File: src/rtl/dmem_arb_pkg.sv
// Shared types and default sizing for the data-memory arbiter and its picker.
package dmem_arb_pkg;

  typedef enum logic [1:0] {
    IDLE  = 2'd0,
    ISSUE = 2'd1,
    RESP  = 2'd2
  } dmem_state_e;

  localparam int unsigned NREQ      = 2;
  localparam int unsigned AW_DEF    = 32;
  localparam int unsigned DW_DEF    = 32;
  localparam int unsigned DEPTH_DEF = 64;

endpackage

File: src/rtl/dmem_rr_pick.sv
// Round-robin winner selection: a lone request wins, a tie goes to the
// requester that did not win last time.
module dmem_rr_pick
  import dmem_arb_pkg::*;
(
  input  logic [NREQ-1:0] Req,
  input  logic            Last,
  output logic            Win,
  output logic            WinValid
);

  always_comb begin
    WinValid = |Req;
    case (Req)
      2'b01:   Win = 1'b0;
      2'b10:   Win = 1'b1;
      2'b11:   Win = ~Last;
      default: Win = 1'b0;
    endcase
  end

endmodule

File: src/rtl/dmem_arbiter.sv
// Two-requester round-robin front end for the single-port data memory:
// latch one request in IDLE, strobe the memory in ISSUE, respond in RESP.
module dmem_arbiter
  import dmem_arb_pkg::*;
#(
  parameter int unsigned AW    = AW_DEF,
  parameter int unsigned DW    = DW_DEF,
  parameter int unsigned DEPTH = DEPTH_DEF
) (
  input  logic               clk,
  input  logic               rst_n,
  input  logic [NREQ-1:0]    Req,
  input  logic [NREQ-1:0]    ReqWrite,
  input  logic [NREQ*AW-1:0] ReqAddress,
  input  logic [NREQ*DW-1:0] ReqWriteData,
  output logic [NREQ-1:0]    Gnt,
  output logic [NREQ-1:0]    Done,
  output logic [NREQ-1:0]    Err,
  output logic [DW-1:0]      RespData,
  output logic               Busy,
  output logic [AW-1:0]      MemAddress,
  output logic               MemWrite,
  output logic               MemRead,
  output logic [DW-1:0]      MemWriteData,
  input  logic [DW-1:0]      MemReadData
);

  // Wide enough that neither the address nor DEPTH loses bits in the compare.
  localparam int unsigned CW = AW + 33;

  dmem_state_e     r_state;
  logic            r_last;
  logic            r_win;
  logic            r_write;
  logic [AW-1:0]   r_mem_addr;
  logic [DW-1:0]   r_mem_wdata;
  logic [DW-1:0]   r_resp;

  logic            w_win;
  logic            w_win_valid;
  logic            w_in_range;
  logic            w_issue;
  logic            w_resp;
  logic [NREQ-1:0] w_win_onehot;
  logic [AW-1:0]   w_sel_addr;
  logic [DW-1:0]   w_sel_wdata;

  dmem_rr_pick u_pick (
    .Req      (Req),
    .Last     (r_last),
    .Win      (w_win),
    .WinValid (w_win_valid)
  );

  assign w_sel_addr   = w_win ? ReqAddress[2*AW-1:AW]   : ReqAddress[AW-1:0];
  assign w_sel_wdata  = w_win ? ReqWriteData[2*DW-1:DW] : ReqWriteData[DW-1:0];
  assign w_in_range   = CW'(r_mem_addr) < CW'(DEPTH);
  assign w_issue      = (r_state == ISSUE);
  assign w_resp       = (r_state == RESP);
  assign w_win_onehot = r_win ? 2'b10 : 2'b01;

  always_ff @(posedge clk or negedge rst_n) begin
    if (!rst_n) begin
      r_state     <= IDLE;
      r_last      <= 1'b1;
      r_win       <= 1'b0;
      r_write     <= 1'b0;
      r_mem_addr  <= '0;
      r_mem_wdata <= '0;
      r_resp      <= '0;
    end else begin
      case (r_state)
        IDLE: begin
          if (w_win_valid) begin
            r_win       <= w_win;
            r_last      <= w_win;
            r_write     <= ReqWrite[w_win];
            r_mem_addr  <= w_sel_addr;
            r_mem_wdata <= w_sel_wdata;
            r_state     <= ISSUE;
          end
        end
        ISSUE: begin
          if (!w_in_range)
            r_resp <= '0;
          else if (!r_write)
            r_resp <= MemReadData;
          r_state <= RESP;
        end
        RESP:    r_state <= IDLE;
        default: r_state <= IDLE;
      endcase
    end
  end

  assign Busy         = (r_state != IDLE);
  assign Gnt          = w_issue ? w_win_onehot : '0;
  assign Done         = w_resp ? w_win_onehot : '0;
  assign Err          = (w_resp && !w_in_range) ? w_win_onehot : '0;
  assign MemWrite     = w_issue && w_in_range && r_write;
  assign MemRead      = w_issue && w_in_range && !r_write;
  assign MemAddress   = r_mem_addr;
  assign MemWriteData = r_mem_wdata;
  assign RespData     = r_resp;

endmodule

File: config.mk
export PLATFORM = sky130hd
export DESIGN_NAME = dmem_arbiter
export DESIGN_NICKNAME = d
export VERILOG_FILES = /design/src/rtl/dmem_arb_pkg.sv /design/src/rtl/dmem_rr_pick.sv /design/src/rtl/dmem_arbiter.sv
export SDC_FILE = /design/constraint.sdc
export NUM_CORES = 1
export LEC_CHECK = 0
export CAP_MARGIN = 10
export CORE_MARGIN = 2
export CORE_UTILIZATION = 41
export CTS_BUF_LIST = sky130_fd_sc_hd__clkbuf_4
export DETAILED_ROUTE_END_ITERATION = 10
export GPL_TIMING_DRIVEN = 1
export PLACE_DENSITY = 0.86
export SYNTH_ARGS = -nofsm -noshare
export SYNTH_HDL_FRONTEND = slang
export SYNTH_SLANG_ARGS = --single-unit
File: constraint.sdc
create_clock -name clk -period 3 [get_ports clk]
set_input_delay 0.6 -clock clk [delete_from_list [all_inputs] [get_ports clk]]
set_output_delay 0.6 -clock clk [all_outputs]
set_load 0.02 [all_outputs]
# Word level (Yosys, flattened, before mapping)
# Cells that the tools add are included.
[word_totals]
ff_bits = 101
inputBits = 166
output_inout_bits = 105
elab_cells = 40
[classes]
order_cmp = 2
n_eq_ne = 6
n_mux = 13
bitwise_logic = 1
n_reduce_logical = 11
[op_table]
columns = ["cell", "n"]
rows = [
  ["$mux W32", 4],
  ["$lt A32 B7 Y1 const B", 1],
  ["$mux W2", 5],
  ["$eq A2 B2 Y1 const B", 3],
  ["$logic_and A1 B1 Y1", 4],
  ["$pmux W2 S2", 1],
  ["$reduce_and A2 Y1", 2],
  ["$eq A2 B1 Y1 const B", 1],
  ["$logic_not A1 Y1", 2],
  ["$logic_not A2 Y1", 1],
  ["$lt A1 B2 Y1 const B", 1],
  ["$mux W1", 2],
  ["$ne A2 B1 Y1 const B", 1],
  ["$ne A2 B2 Y1 const B", 1],
  ["$pmux W1 S2", 1],
  ["$reduce_bool A2 Y1", 1],
  ["$reduce_or A2 Y1", 1],
  ["$not A1 Y1", 1],
]

# Longest topological paths before layout
# Gate-level depths: netlist of the first run.
[logic_depth]
ltp_word = 4
depth_mapped = 7
mapped_depth_nobuf = 4

# Hierarchy
# Synthesis of the first run repeated with hierarchy kept, for this count alone.
[hier_totals]
hier_cells = 388
area_unflattened_um2 = 4396.7
[modules_own_cells]
columns = ["mod", "instances", "cells_each", "area_per_inst_um2", "seq_area_each_um2"]
rows = [
  ["dmem_arbiter", 1, 386, 4383.0, 2528.7],
  ["dmem_rr_pick", 1, 2, 13.8, 0.0],
]

# Least setup slack after synthesis of the first run
# OpenSTA, ideal clock, no wires.
[synth_timing]
path_type = "reg2out"
startpoint = "register r_mem_addr[30], in the netlist MemAddress[30]"
endpoint = "output MemRead"
arrival_time_ns = 1.577
required_ns = 2.400
path_slack_ns = 0.823
path_stages_with_launch = 5
n_path_buf = 1
path_cell_list = "dfrtp_1 > nor4_2 > nand4_2 > nor4_4 > buf_6"
[synth_between]
elab_chain_cells = 3
[synth_lines]
columns = ["element", "line_no", "rtl"]
rows = [
  ["from (decl)", "dmem_arbiter.sv:35", "logic [AW-1:0] r_mem_addr;"],
  ["from (signal assigned)", "dmem_arbiter.sv:78", "r_mem_addr <= w_sel_addr;"],
  ["$lt A32 B7 Y1", "dmem_arbiter.sv:57", "assign w_in_range = CW'(r_mem_addr) < CW'(DEPTH);"],
  ["$logic_and A1 B1 Y1 (2 in series)", "dmem_arbiter.sv:101", "assign MemRead = w_issue && w_in_range && !r_write;"],
  ["to (decl)", "dmem_arbiter.sv:23", "output logic MemRead,"],
]
# Every way passes these cells.

# Worst setup path after layout of the first run
[layout_timing]
startpoint = "register r_mem_addr[25], in the netlist MemAddress[25]"
endpoint = "output MemRead"
# Same word-level chain as after synthesis.

==> results.md, run 1 <==
* Leak at approximately 3.1 nW
* Class of the worst hold path: input pin to async pin
* Chip height at approximately 110 um
* Core area at slightly above 0.01 mm2
* Max clock buf depth at 2
* DP Cell Count at 773
* Status: complete, no violations
* Tcrit/Tclk final at 94.0%
* Area leader, netlist: dfrtp_1
* Fin crit period at roughly 2.8 ns
* Worst path arrival time at 2.22 ns
* Main area contributors after synthesis: dfrtp_1 57%, mux2i_1 15%, a21oi_1 7.5%
* Final cell count without fillers at 790
* Skew-Pair Late Insertion Delay at between 0.4 and 0.5 ns
* Largest fanout on the critical path at 3
* Most common cell after layout, fill and taps aside: clkdlybuf4s50_1
* Commonest non-fill, non-tap cells in the layout: 265 x clkdlybuf4s50_1, 100 x dfrtp_1, 69 x nor2_1
* Maximum clock frequency at ~0.35 GHz
* Detailed Route Iter0 Violations at about 210
* Hpwl dp at 10,500 um
* DIE AREA at approximately 0.012 mm2
* CTS Root Cell: clkbuf_4
* Mapped Cells at around 390
* Final Max Slew Viols at 0
* Clk pin slew, worst setup/hold paths at 0.15 ns
* Final Util at 71.8%
* Clock Sinks at a little over 100
* Pin slew with the least headroom to its limit at a little under 0.6 ns
* Tot GR Track Use at a little under a quarter
* Vias in the first global route at slightly below 4k
* Yosys Warn Count at 0
* Nets at approximately 820
* Slew HR at 60.3%
* Crit Path Class: flop to output port
* Synthesized area per cell at 11.4 um2
* Vias per cell at around 5
* Critical Path RT at 2.40 ns
* Gr ovfl total at 0
* Final hold slack at about 0.13 ns
* First-pass GRT wire length at 20,600 um
* # IOs at between 200 and 300
* Initial core utilization at a little over two fifths
* H-tree Lvls at 3
* Layout area overhead at 69.4%
* Final hold violations at 0
* Detailed Route WL at 13,500 um
* Via count at roughly 4k
* Die X-Extent at around 110 um
* First-pass iteration count of the detailed router at 4
* RSZ-0062 raised after global routing: no
* Finished Cell Area at 0.00744 mm2
* Syn Nets at about 550
* Layout cells sized above 1 at ~6.6%
* Residual DRC at 0
* Initial antenna violation count at 0
* Port Buffers at 270
* Power per Cell Area at 812 mW/mm2
* TNS Setup at 0 ns
* Peak supply drop at ~550 uV
* Pin count of the biggest net entering global routing at 69
* Post-synth top area share at between 50% and 60%
* Routability cong. at approximately 0.82
* # setup viols final at 0
* Yosys cell types at 28
* ANT cells at 0
* Antenna-violating nets left at 0
* Mapped Area at about 0.0044 mm2
* Cell Rows at 37
* Setup Skew at around 0.012 ns
* DR WL/cell at roughly 17 um
* MaxCap Viol Count at 0
* CTS tree: done
* Post-synthesis sequential area ratio at around 58%
* CTS buffer count at 9
* Synth Register Bits at around 100
* CP startpoint kind: flop
* CP Capture Type: output port
* Post-Place Cell Area at about 0.0072 mm2
## flip-flops by register name, summed over array words and instances, names as in the netlist
name	flops
r_state	2
r_write	1
MemAddress	32
MemWriteData	32
RespData	32
r_win	1
r_last	1
## through the flow
| stage | power, mW | setup WS (ns) |
|---|---|---|
| after floorplan | 3.72 | 0.823 |
| after global placement | 5.16 | 0.344 |
| after detailed placement | 5.26 | 0.320 |
| after CTS | 6.08 | 0.0151 |
| after global routing | 6.40 | 0.113 |
| final | 6.04 | 0.180 |
## final cells by class
| cell class | instances | area (um2) |
|---|---|---|
| timing repair buffer | 279 | 2800 |
| clock inverter | 4 | 72.6 |
| tap | 136 | 170 |
| inverter | 3 | 11.3 |
| fill | 767 | 2930 |
| multi-input combinational | 255 | 1770 |
| clock buffer | 12 | 90.1 |
| sequential | 101 | 2530 |
## per-layer routing
layer	vias up	routed length [um]	GRT usage [%]	share of wire (%)
met5	-	0	0	0
met4	0	455	10.5	3.4
met3	30	1210	7.38	9.0
met2	173	6810	40.0	50
met1	1843	5010	26.2	37
li1	1903	-	-	-
## kinds of logic (layout without fill, tap and decap cells)
group | Yosys count | after routing | synth area share, %
compound gates | 103 | 103 | 14.7
flops | 101 | 101 | 57.6
simple gates | 87 | 87 | 9.43
mux | 65 | 65 | 14.8
buf+inv | 31 | 298 | 3.50
## power breakdown
group | switching [mW] | internal [mW]
Clock | 0.439 | 0.366
Sequential | 0.346 | 1.83
Combinational | 1.66 | 1.40
Total | 2.45 | 3.60
## cells in the mapped netlist (all sizes together)
library cell	number
nor2b	2
a22o	32
nor2	70
a31oi	1
and3	1
nand2b	1
inv	3
mux2i	65
dfstp	1
a21oi	66
nand3	1
o21a	1
buf	17
nor3b	2
nand2	1
o21ai	2
nand4	2
nor4	7
a21boi	1
dfrtp	100
clkbuf	11
## worst max-delay path, cell delays in order, from the launching register on
cell and delay, ns:
dfrtp_1 0.46, nor4_4 0.31, nand4_2 0.20, buf_4 0.21, nor4_4 0.34, clkbuf_2 0.24
## path summary, 6_finish.rpt
path	startpoint	to	slack (ns)	depth (start not counted)
worst max-delay path	MemAddress[25]$_DFFE_PN0P_	MemRead	0.18	5
worst min-delay path	rst_n	MemAddress[17]$_DFFE_PN0P_	0.13	1
worst max register to register	MemAddress[25]$_DFFE_PN0P_	RespData[19]$_DFFE_PN0P_	0.80	6
worst min register to register	RespData[20]$_DFFE_PN0P_	RespData[20]$_DFFE_PN0P_	0.52	1
max in group asynchronous	rst_n	r_last$_DFFE_PN1P_	2.14	2
min in group clk	RespData[20]$_DFFE_PN0P_	RespData[20]$_DFFE_PN0P_	0.52	1
## repair_timing
item	in CTS	in global routing
endpoints found under the setup margin	4	3
cloned	0	0
buffers inserted	1	0
hold buffers	0	0
resized for setup	4	7
pin swaps	1	1
No activity file was read; power rests on OpenSTA's default activity.
==> run 2, diff against run 1 <==
- CTS_CLUSTER_DIAMETER: not set -> 50
==> results of run 2 <==
No change in the layout: final DEF, timing and power equal those of run 1.
